--- config.mk ---
export PLATFORM = sky130hd
export DESIGN_NAME = dmem_write_buffer_flat
export DESIGN_NICKNAME = d
export VERILOG_FILES = /design/src/rtl/dmem_write_buffer_if.sv /design/src/rtl/dmem_write_buffer.sv /design/src/flat_wrapper.sv
export SDC_FILE = /design/constraint.sdc
export NUM_CORES = 2
export LEC_CHECK = 0
export CORE_MARGIN = 1.5
export CORE_UTILIZATION = 41
export CTS_BUF_LIST = sky130_fd_sc_hd__clkbuf_8
export DETAILED_ROUTE_END_ITERATION = 6
export SYNTH_ARGS = -nofsm -noshare
export SYNTH_HDL_FRONTEND = slang
export SYNTH_SLANG_ARGS = --single-unit
--- constraint.sdc ---
create_clock -name clock -period 33.9 [get_ports clock]
set_clock_uncertainty 0.15 [all_clocks]
set_input_delay 3.39 -clock clock [delete_from_list [all_inputs] [get_ports clock]]
set_output_delay 3.39 -clock clock [all_outputs]
set_load 0.05 [all_outputs]
--- src/rtl/dmem_write_buffer_if.sv ---
// Signal bundle between the L1 data cache, the write buffer and Dmem.
// The buffer uses the slave view; the environment around it (cache + Dmem)
// uses the master view.
interface dmem_write_buffer_if #(
    parameter int ADDR_W  = 10,
    parameter int BLOCK_W = 128
);
    // cache -> buffer: evictions
    logic               wb_valid;
    logic [ADDR_W-1:0]  wb_addr;
    logic [BLOCK_W-1:0] wb_data;
    logic               wb_accept;
    // cache -> buffer: read misses
    logic               rd_req;
    logic [ADDR_W-1:0]  rd_addr;
    logic               rd_valid;
    logic [BLOCK_W-1:0] rd_data;
    // status
    logic               empty;
    logic               full;
    // buffer -> Dmem
    logic               mem_ren;
    logic               mem_wen;
    logic [ADDR_W-1:0]  mem_addr;
    logic [BLOCK_W-1:0] mem_din;
    logic               mem_ready;
    logic               mem_done;
    logic [BLOCK_W-1:0] mem_dout;

    modport slave (
        input  wb_valid, wb_addr, wb_data, rd_req, rd_addr,
               mem_ready, mem_done, mem_dout,
        output wb_accept, rd_valid, rd_data, empty, full,
               mem_ren, mem_wen, mem_addr, mem_din
    );

    modport master (
        output wb_valid, wb_addr, wb_data, rd_req, rd_addr,
               mem_ready, mem_done, mem_dout,
        input  wb_accept, rd_valid, rd_data, empty, full,
               mem_ren, mem_wen, mem_addr, mem_din
    );
endinterface

--- src/rtl/dmem_write_buffer.sv ---
// Victim/write-back buffer between the L1 data cache and Dmem.
// Dirty evictions are queued in a small circular FIFO and drained to Dmem in
// eviction order when no read miss is waiting. Read misses that match a queued
// block are forwarded from the buffer; other misses go to Dmem ahead of drains.
module dmem_write_buffer #(
    parameter int ADDR_W  = 10,
    parameter int BLOCK_W = 128,
    parameter int DEPTH   = 4,
    parameter int PTR_W   = 2
) (
    input  logic               clock,
    input  logic               reset,
    dmem_write_buffer_if.slave bus
);
    localparam int CNT_W = PTR_W + 1;

    typedef enum logic [1:0] {
        ST_IDLE = 2'd0,
        ST_RD   = 2'd1,
        ST_WR   = 2'd2,
        ST_GAP  = 2'd3
    } state_t;

    state_t             state_q, state_d;
    logic [PTR_W-1:0]   head_q, head_d;
    logic [PTR_W-1:0]   tail_q, tail_d;
    logic [CNT_W-1:0]   count_q, count_d;
    logic [DEPTH-1:0]   valid_q, valid_d;
    logic [ADDR_W-1:0]  addr_q [DEPTH];
    logic [ADDR_W-1:0]  addr_d [DEPTH];
    logic [BLOCK_W-1:0] data_q [DEPTH];
    logic [BLOCK_W-1:0] data_d [DEPTH];
    logic               empty_q, empty_d;
    logic               full_q, full_d;
    logic               mem_ren_q, mem_ren_d;
    logic               mem_wen_q, mem_wen_d;
    logic [ADDR_W-1:0]  mem_addr_q, mem_addr_d;
    logic [BLOCK_W-1:0] mem_din_q, mem_din_d;
    logic               rd_valid_q, rd_valid_d;
    logic [BLOCK_W-1:0] rd_data_q, rd_data_d;

    logic               accept_s;
    logic               pop_s;
    logic               append_s;
    logic               drain_start_s;
    logic               head_lock_s;
    logic               rd_hit_s;
    logic [PTR_W-1:0]   rd_hit_idx_s;
    logic               wb_hit_s;
    logic [PTR_W-1:0]   wb_hit_idx_s;

    // Physical slot that is k entries younger than the head (wraps modulo DEPTH).
    function automatic logic [PTR_W-1:0] slot_of(input logic [PTR_W-1:0] base, input int k);
        return base + PTR_W'(k);
    endfunction

    // Accept decision uses the registered full flag, so a slot freed this edge
    // is only offered again on the following cycle.
    assign accept_s      = bus.wb_valid && !full_q && !reset;
    // A drain is launched from IDLE when no read is waiting.
    assign drain_start_s = (state_q == ST_IDLE) && !bus.rd_req && !empty_q;
    // The head is locked while it is being written to Dmem, including the cycle
    // the write is launched (its data is captured into mem_din at that edge).
    assign head_lock_s   = (state_q == ST_WR) || drain_start_s;

    // Address match against queued entries; scanning oldest to youngest so the
    // last match is the youngest one.
    always_comb begin
        rd_hit_s     = 1'b0;
        rd_hit_idx_s = head_q;
        wb_hit_s     = 1'b0;
        wb_hit_idx_s = head_q;
        for (int k = 0; k < DEPTH; k++) begin
            if (valid_q[slot_of(head_q, k)] && (addr_q[slot_of(head_q, k)] == bus.rd_addr)) begin
                rd_hit_s     = 1'b1;
                rd_hit_idx_s = slot_of(head_q, k);
            end else begin
                rd_hit_s     = rd_hit_s;
            end
            if (valid_q[slot_of(head_q, k)] && (addr_q[slot_of(head_q, k)] == bus.wb_addr)
                && ((k != 0) || !head_lock_s)) begin
                wb_hit_s     = 1'b1;
                wb_hit_idx_s = slot_of(head_q, k);
            end else begin
                wb_hit_s     = wb_hit_s;
            end
        end
    end

    // Next-state logic: read/drain sequencing and FIFO bookkeeping.
    always_comb begin
        state_d    = state_q;
        head_d     = head_q;
        tail_d     = tail_q;
        valid_d    = valid_q;
        addr_d     = addr_q;
        data_d     = data_q;
        mem_ren_d  = mem_ren_q;
        mem_wen_d  = mem_wen_q;
        mem_addr_d = mem_addr_q;
        mem_din_d  = mem_din_q;
        rd_valid_d = 1'b0;
        rd_data_d  = rd_data_q;
        pop_s      = 1'b0;
        append_s   = 1'b0;

        case (state_q)
            ST_IDLE: begin
                if (bus.rd_req) begin
                    if (rd_hit_s) begin
                        rd_data_d  = data_q[rd_hit_idx_s];
                        rd_valid_d = 1'b1;
                        state_d    = ST_GAP;
                    end else begin
                        mem_ren_d  = 1'b1;
                        mem_addr_d = bus.rd_addr;
                        state_d    = ST_RD;
                    end
                end else if (!empty_q) begin
                    mem_wen_d  = 1'b1;
                    mem_addr_d = addr_q[head_q];
                    mem_din_d  = data_q[head_q];
                    state_d    = ST_WR;
                end else begin
                    state_d    = ST_IDLE;
                end
            end
            ST_RD: begin
                if (bus.mem_ready) begin
                    rd_data_d  = bus.mem_dout;
                    rd_valid_d = 1'b1;
                    mem_ren_d  = 1'b0;
                    state_d    = ST_GAP;
                end else begin
                    state_d    = ST_RD;
                end
            end
            ST_WR: begin
                if (bus.mem_done) begin
                    pop_s      = 1'b1;
                    mem_wen_d  = 1'b0;
                    state_d    = ST_GAP;
                end else begin
                    state_d    = ST_WR;
                end
            end
            ST_GAP: begin
                // One quiet cycle so Dmem restarts its delay counter.
                state_d = ST_IDLE;
            end
            default: begin
                state_d   = ST_IDLE;
                mem_ren_d = 1'b0;
                mem_wen_d = 1'b0;
            end
        endcase

        if (pop_s) begin
            valid_d[head_q] = 1'b0;
            head_d          = head_q + PTR_W'(1'b1);
        end else begin
            head_d          = head_q;
        end

        if (accept_s) begin
            if (wb_hit_s) begin
                data_d[wb_hit_idx_s] = bus.wb_data;
            end else begin
                append_s         = 1'b1;
                valid_d[tail_q]  = 1'b1;
                addr_d[tail_q]   = bus.wb_addr;
                data_d[tail_q]   = bus.wb_data;
                tail_d           = tail_q + PTR_W'(1'b1);
            end
        end else begin
            tail_d = tail_q;
        end

        count_d = count_q + CNT_W'(append_s) - CNT_W'(pop_s);
        empty_d = (count_d == {CNT_W{1'b0}});
        full_d  = (count_d == CNT_W'(DEPTH));
    end

    // State registers; reset clears the queue and abandons any Dmem access.
    always_ff @(posedge clock or posedge reset) begin
        if (reset) begin
            state_q    <= ST_IDLE;
            head_q     <= {PTR_W{1'b0}};
            tail_q     <= {PTR_W{1'b0}};
            count_q    <= {CNT_W{1'b0}};
            valid_q    <= {DEPTH{1'b0}};
            for (int i = 0; i < DEPTH; i++) begin
                addr_q[i] <= {ADDR_W{1'b0}};
                data_q[i] <= {BLOCK_W{1'b0}};
            end
            empty_q    <= 1'b1;
            full_q     <= 1'b0;
            mem_ren_q  <= 1'b0;
            mem_wen_q  <= 1'b0;
            mem_addr_q <= {ADDR_W{1'b0}};
            mem_din_q  <= {BLOCK_W{1'b0}};
            rd_valid_q <= 1'b0;
            rd_data_q  <= {BLOCK_W{1'b0}};
        end else begin
            state_q    <= state_d;
            head_q     <= head_d;
            tail_q     <= tail_d;
            count_q    <= count_d;
            valid_q    <= valid_d;
            addr_q     <= addr_d;
            data_q     <= data_d;
            empty_q    <= empty_d;
            full_q     <= full_d;
            mem_ren_q  <= mem_ren_d;
            mem_wen_q  <= mem_wen_d;
            mem_addr_q <= mem_addr_d;
            mem_din_q  <= mem_din_d;
            rd_valid_q <= rd_valid_d;
            rd_data_q  <= rd_data_d;
        end
    end

    assign bus.wb_accept = accept_s;
    assign bus.rd_valid  = rd_valid_q;
    assign bus.rd_data   = rd_data_q;
    assign bus.empty     = empty_q;
    assign bus.full      = full_q;
    assign bus.mem_ren   = mem_ren_q;
    assign bus.mem_wen   = mem_wen_q;
    assign bus.mem_addr  = mem_addr_q;
    assign bus.mem_din   = mem_din_q;
endmodule
--- src/flat_wrapper.sv ---
// flat-port wrapper written by rule: the top's interface ports become plain ports
module dmem_write_buffer_flat 
#(
    parameter int ADDR_W  = 10,
    parameter int BLOCK_W = 128,
    parameter int DEPTH   = 4,
    parameter int PTR_W   = 2
)
  (clock, reset, bus_wb_valid, bus_wb_addr, bus_wb_data, bus_rd_req, bus_rd_addr, bus_mem_ready, bus_mem_done, bus_mem_dout, bus_wb_accept, bus_rd_valid, bus_rd_data, bus_empty, bus_full, bus_mem_ren, bus_mem_wen, bus_mem_addr, bus_mem_din);
  dmem_write_buffer_if #(.ADDR_W(ADDR_W), .BLOCK_W(BLOCK_W)) bus_i ();
  input  logic clock;
  input  logic reset;
  input wire logic [$bits(bus_i.wb_valid)-1:0] bus_wb_valid;
  input wire logic [$bits(bus_i.wb_addr)-1:0] bus_wb_addr;
  input wire logic [$bits(bus_i.wb_data)-1:0] bus_wb_data;
  input wire logic [$bits(bus_i.rd_req)-1:0] bus_rd_req;
  input wire logic [$bits(bus_i.rd_addr)-1:0] bus_rd_addr;
  input wire logic [$bits(bus_i.mem_ready)-1:0] bus_mem_ready;
  input wire logic [$bits(bus_i.mem_done)-1:0] bus_mem_done;
  input wire logic [$bits(bus_i.mem_dout)-1:0] bus_mem_dout;
  output wire logic [$bits(bus_i.wb_accept)-1:0] bus_wb_accept;
  output wire logic [$bits(bus_i.rd_valid)-1:0] bus_rd_valid;
  output wire logic [$bits(bus_i.rd_data)-1:0] bus_rd_data;
  output wire logic [$bits(bus_i.empty)-1:0] bus_empty;
  output wire logic [$bits(bus_i.full)-1:0] bus_full;
  output wire logic [$bits(bus_i.mem_ren)-1:0] bus_mem_ren;
  output wire logic [$bits(bus_i.mem_wen)-1:0] bus_mem_wen;
  output wire logic [$bits(bus_i.mem_addr)-1:0] bus_mem_addr;
  output wire logic [$bits(bus_i.mem_din)-1:0] bus_mem_din;
  assign bus_i.wb_valid = bus_wb_valid;
  assign bus_i.wb_addr = bus_wb_addr;
  assign bus_i.wb_data = bus_wb_data;
  assign bus_i.rd_req = bus_rd_req;
  assign bus_i.rd_addr = bus_rd_addr;
  assign bus_i.mem_ready = bus_mem_ready;
  assign bus_i.mem_done = bus_mem_done;
  assign bus_i.mem_dout = bus_mem_dout;
  assign bus_wb_accept = bus_i.wb_accept;
  assign bus_rd_valid = bus_i.rd_valid;
  assign bus_rd_data = bus_i.rd_data;
  assign bus_empty = bus_i.empty;
  assign bus_full = bus_i.full;
  assign bus_mem_ren = bus_i.mem_ren;
  assign bus_mem_wen = bus_i.mem_wen;
  assign bus_mem_addr = bus_i.mem_addr;
  assign bus_mem_din = bus_i.mem_din;
  dmem_write_buffer #(.ADDR_W(ADDR_W), .BLOCK_W(BLOCK_W), .DEPTH(DEPTH), .PTR_W(PTR_W)) u_core (.clock(clock), .reset(reset), .bus(bus_i));
endmodule
-- Yosys cells after proc, flatten, opt, wreduce, memory -nomap -nowiden
Cells that the tools add are included.
- word-level logic and storage cells: 196
- register bits: 836
- bits of input ports: 282
- bitwise logic cells: 13
- $lt $le $gt $ge: 16
- eq/ne operators: 21
- reductions and logical operators: 33
- $add $sub $neg: 6
- multiplexer cells: 86
- operator list (cell ; count):
    $mux W128 ; 9
    $bwmux W512 ; 2
    $bmux W128 S2 ; 2
    $demux W128 S2 ; 2
    $mux W512 ; 1
    $pmux W128 S2 ; 1
    $mux W10 ; 12
    $bmux W10 S2 ; 4
    $eq A10 B10 Y1 ; 8
    $bwmux W40 ; 1
    $mux W1 ; 28
    $ge A3 B3 Y1 const B ; 7
    $not A2 Y3 ; 7
    $demux W10 S2 ; 1
    $mux W2 ; 10
    $logic_and A1 B1 Y1 ; 17
    $ne A2 B2 Y1 const B ; 8
    $lt A2 B3 Y1 const B ; 5
    $mux W4 ; 3
    $reduce_and A4 Y1 ; 3
    $bmux W1 S2 ; 4
    $pmux W2 S4 ; 1
    $lt A3 B1 Y1 const B ; 2
    $pmux W1 S2 ; 3
    other kinds (21) ; 34

-- Longest topological paths before layout
- depth in word-level cells: 17
- gate-level depth with buffers: 22

-- Worst setup path before layout
OpenSTA, ideal clock, no wires.
- path type: input-to-output
- start point: input port bus_wb_valid
- end point: output port bus_wb_accept
- stages: 1
- path slack: 25.692 ns
- data required time: 30.360 ns
- data arrival time: 4.668 ns
- path through: nor3b_1
- longest elaborated chain between the ends: 2
- ends and longest elaborated chain (what ; line ; RTL):
    from (decl) ; flat_wrapper.sv:13 ; input wire logic [$bits(bus_i.wb_valid)-1:0] bus_wb_valid;
    $logic_and A1 B1 Y1 (2 in a row) ; dmem_write_buffer.sv:59 ; assign accept_s = bus.wb_valid && !full_q && !reset;
    to (decl) ; flat_wrapper.sv:21 ; output wire logic [$bits(bus_i.wb_accept)-1:0] bus_wb_accept;
Every way passes these cells.

-- Worst setup path after layout
- start point: input port reset
- end point: output port bus_wb_accept
- longest elaborated chain between the ends: 2
- ends and longest elaborated chain (what ; line ; RTL):
    from (decl) ; flat_wrapper.sv:12 ; input logic reset;
    $logic_not A1 Y1 ; dmem_write_buffer.sv:59 ;
    $logic_and A1 B1 Y1 ; dmem_write_buffer.sv:59 ;
Every way passes these cells.

==> results.toml <==
[outcome]
outcome = "finished, final reports clean"

[run]
max-cap-violations = 0

[clocking]
tritoncts = "built"
postCtsResizedCells = 0
inserted_clock_buffers = 153
cts_post_setup_buffers_inserted = 0
cts-root-to-sink-buffers = 3
cts-htree-levels = 4
cts.clk_slew.worst_paths_ns = 0.05
post_cts_hold_buffer_count = 0
cts_sinks = 836
clk-insertion-delay-late_ns = 0.83
clock_tree.root_cell = "sky130_fd_sc_hd__clkbuf_8"

[worst_setup_path]
crit_fanout = 4
worstPathArrival_ns = 5.36
cp-end-kind = "output pin"
criticalPathCategory = "in2out"
timing.critical_path.required_ns = 30.36
critPathLaunchType = "input pin"
r2r_setup_slack_ns = 26.21

[synth]
synth_fa_ha_area_share_pct = 0.342
count_of_flip_flops_with_a_built_in_enable_after_synthesis = 0
post_synth_xor_area_fraction_pct = 1.69
synth-main-ff-cell = "sky130_fd_sc_hd__dfrtp_1"
synth_compound_area_share_pct = 10.7
ys_async_sr_fraction_pct = 100
synth_cells = 3310
synth_top_family_by_area = "multiplexers"
synth_net_count = 3603
synth_sequential_area_ratio_pct = 49.3
yosys_warnings = 0
multiplexer_fraction_of_the_synthesized_cell_area_pct = 27.8
synth-simple-area-share_pct = 6.52
syn-mean-instance-area_um2 = 12.8
total_of_flip_flops_plus_latches_after_synthesis = 836
synth.lib_cells_used.distinct = 62
synthesis.area_mm2 = 0.0425

[sta]
hold_viol_final = 0
final.setup.tns_ns = 0
worst-slew-pin-transition_ns = 1.10
worst_case_setup_margin_in_the_final_layout_ns = 25.00
final_max_slew_viol_count = 0
fin_crit_ns = 8.90
rsz0062_at_grt = "false"
final.hold.worst_slack_ns = 0.350
timing.final.crit_share_pct = 26.2
finalSetupViolCount = 0
max_freq_mhz = 112
max_slew_margin_pct = 26.5

[power]
cellPowerDensity_mw_per_mm2 = 108
max-vdd-ir-drop_uv = 60.0
p_leak_nw = 22.0

[final_layout]
final_net_count = 4050
drive_gt1_share_pct = 17.5
layout.area.seq_mm2 = 0.0209
multi_input_area_mm2 = 0.0201
synthToLayoutAreaGrowth_pct = 22.1
layout.filler_cells = 9011

[grt]
gr-usage-met2_pct = 40.1
grtUsageMet3_pct = 5.53
grt-busiest-layer = "met2"
antenna_found_initial = 23
grt_usage_pct = 24.3
first_pass_grt_wire_length_um = 198000
grt_util_met1_pct = 31.4
first_global_vias = 30900
global_route.overflow_total = 0
grt_start_max_net_pins = 286

[floorplan]
initial_core_util_pct = 41.6
floorplan.rows = 117
floorplan.die.height_um = 325
die_w_um = 325
die-area_mm2 = 0.105
num_io_pins = 554
core_area_mm2 = 0.102

[place]
dp_hpwl_um = 78400
routabilityCongestion = 0.865
dp_worst_setup_slack_ns = 25.03
port-buffer-count = 553

[routing]
detailroute.via_count = 29800
viasPerCell = 5.68
wl_per_cell_um = 24.4
detail_route.wirelength_um = 128000
ant_nets = 0
detail_route.iter0.violations = 1907
drt_drc_violations_left = 0
drtPass1Iterations = 5

[min_path]
min-delay-path-class = "reg2reg"
==> cells in the mapped netlist (5+ instances only) <==
| cell type | instances | share of area, % |
|---|---|---|
| sky130_fd_sc_hd__xnor2_1 | 77 | 1.6 |
| sky130_fd_sc_hd__nand3_1 | 136 | 1.6 |
| sky130_fd_sc_hd__o21ai_0 | 14 | 0.17 |
| sky130_fd_sc_hd__buf_6 | 19 | 0.50 |
| sky130_fd_sc_hd__mux2_1 | 480 | 13 |
| sky130_fd_sc_hd__ha_1 | 10 | 0.29 |
| sky130_fd_sc_hd__mux2_2 | 212 | 5.6 |
| sky130_fd_sc_hd__buf_2 | 37 | 0.44 |
| sky130_fd_sc_hd__clkbuf_1 | 189 | 1.7 |
| sky130_fd_sc_hd__and3_1 | 257 | 3.8 |
| sky130_fd_sc_hd__a21boi_0 | 228 | 4.0 |
| sky130_fd_sc_hd__buf_4 | 36 | 0.64 |
| sky130_fd_sc_hd__o21ai_1 | 259 | 3.1 |
| sky130_fd_sc_hd__mux4_2 | 172 | 9.1 |
| sky130_fd_sc_hd__a21boi_1 | 31 | 0.55 |
| sky130_fd_sc_hd__a22oi_1 | 128 | 2.3 |
| sky130_fd_sc_hd__mux2i_1 | 15 | 0.35 |
| sky130_fd_sc_hd__inv_1 | 13 | 0.11 |
| sky130_fd_sc_hd__nand4_1 | 13 | 0.19 |
| sky130_fd_sc_hd__nor3_1 | 8 | 0.094 |
| sky130_fd_sc_hd__xor2_1 | 5 | 0.10 |
| sky130_fd_sc_hd__nand2_1 | 48 | 0.42 |
| sky130_fd_sc_hd__dfrtp_1 | 835 | 49 |
| sky130_fd_sc_hd__buf_1 | 29 | 0.26 |
| sky130_fd_sc_hd__nor2_1 | 5 | 0.044 |
==> per-stage QoR <==
stage,power [W],util (%),cell area (um2),instances
global placement,0.00461,47.7,48700,4970
CTS,0.00564,50.7,51800,5245
global route,0.00591,50.7,51900,5255
finish,0.00558,50.7,51900,5256
floorplan,0.00382,-,42500,3310
detailed placement,0.00464,47.7,48700,4970
==> cell usage in the layout, fill, tap and decap left out, types with 5 or more instances in the layout <==
| master | n |
|---|---|
| sky130_fd_sc_hd__clkinv_2 | 12 |
| sky130_fd_sc_hd__inv_1 | 68 |
| sky130_fd_sc_hd__nand2_1 | 48 |
| sky130_fd_sc_hd__nand4_1 | 13 |
| sky130_fd_sc_hd__nor3_1 | 7 |
| sky130_fd_sc_hd__diode_2 | 11 |
| sky130_fd_sc_hd__clkdlybuf4s50_1 | 553 |
| sky130_fd_sc_hd__mux2i_1 | 15 |
| sky130_fd_sc_hd__xnor2_1 | 77 |
| sky130_fd_sc_hd__mux2_2 | 212 |
| sky130_fd_sc_hd__nor2_1 | 5 |
| sky130_fd_sc_hd__a21boi_0 | 228 |
| sky130_fd_sc_hd__ha_1 | 9 |
| sky130_fd_sc_hd__a21boi_1 | 29 |
| sky130_fd_sc_hd__xor2_1 | 5 |
| sky130_fd_sc_hd__a22oi_1 | 128 |
| sky130_fd_sc_hd__mux4_2 | 172 |
| sky130_fd_sc_hd__mux2_1 | 480 |
| sky130_fd_sc_hd__clkbuf_8 | 199 |
| sky130_fd_sc_hd__buf_4 | 47 |
| sky130_fd_sc_hd__dfrtp_1 | 833 |
| sky130_fd_sc_hd__o21ai_1 | 259 |
| sky130_fd_sc_hd__o21ai_0 | 14 |
| sky130_fd_sc_hd__and3_1 | 256 |
| sky130_fd_sc_hd__nand3_1 | 136 |
==> worst paths after layout <==
| path | to | start | depth (start not counted) |
|---|---|---|---|
| worst max-delay path | bus_wb_accept | reset | 3 |
| worst min-delay path | u_core.data_q[362] | u_core.data_q[362] | 1 |
| worst max register to register | u_core.bus.rd_data[101] | u_core.head_q[0] | 14 |
| worst min register to register | u_core.data_q[362] | u_core.data_q[362] | 1 |
| max in group asynchronous | u_core.data_q[306] | reset | 6 |
| min in group asynchronous | u_core.bus.full | reset | 2 |
==> flip-flops by register name, summed over array words and instances, names as in the netlist <==
name,count
u_core.state_q,2
u_core.bus.rd_valid,1
u_core.bus.full,1
u_core.tail_q,2
u_core.addr_q,40
u_core.valid_q,4
u_core.bus.mem_ren,1
u_core.count_q,3
u_core.bus.mem_din,128
u_core.head_q,2
u_core.bus.mem_wen,1
u_core.bus.rd_data,128
u_core.data_q,512
u_core.bus.empty,1
u_core.bus.mem_addr,10
==> routing by layer <==
metal  part of all wire (%)  vias up
met2                     49      823
met4                    2.4       22
met1                     43    15500
li1                       -    13300
met5                   0.11        -
met3                    6.0      205
==> report_power, final <==
| group | switching [W] | leakage, nW | internal [W] |
|---|---|---|---|
| Sequential | 0.000379 | 10.1 | 0.00150 |
| Combinational | 0.00148 | 10.0 | 0.00125 |
| Clock | 0.000440 | 1.82 | 0.000527 |
| Total | 0.00229 | 22.0 | 0.00328 |
==> cell families (layout without fill, tap and decap cells) <==
family	Yosys count	count (layout)
multiplexers	879	879
other	0	11
adder cells (fa/ha/maj)	11	11
XOR/XNOR	82	82
AND/OR/NAND/NOR	486	486
buffers and inverters	324	891
AO/OA/AOI/OAI	692	692
flip-flops	836	836
==> cell type report <==
type	instances	area share (%)
multi-input cells	2150	38.7
inverters	13	0.109
repair buffers	603	11.5
well taps	1368	3.30
clock buffers	199	5.28
diodes	11	0.0531
clock inverters	76	0.709
flip-flops and latches	836	40.4
==> worst max-delay path: stages <==
cell,delay [ns]
sky130_fd_sc_hd__clkdlybuf4s50_1,0.51
sky130_fd_sc_hd__nor3b_1,0.54
sky130_fd_sc_hd__clkdlybuf4s50_1,0.92
(Power assumes the default switching activity.)
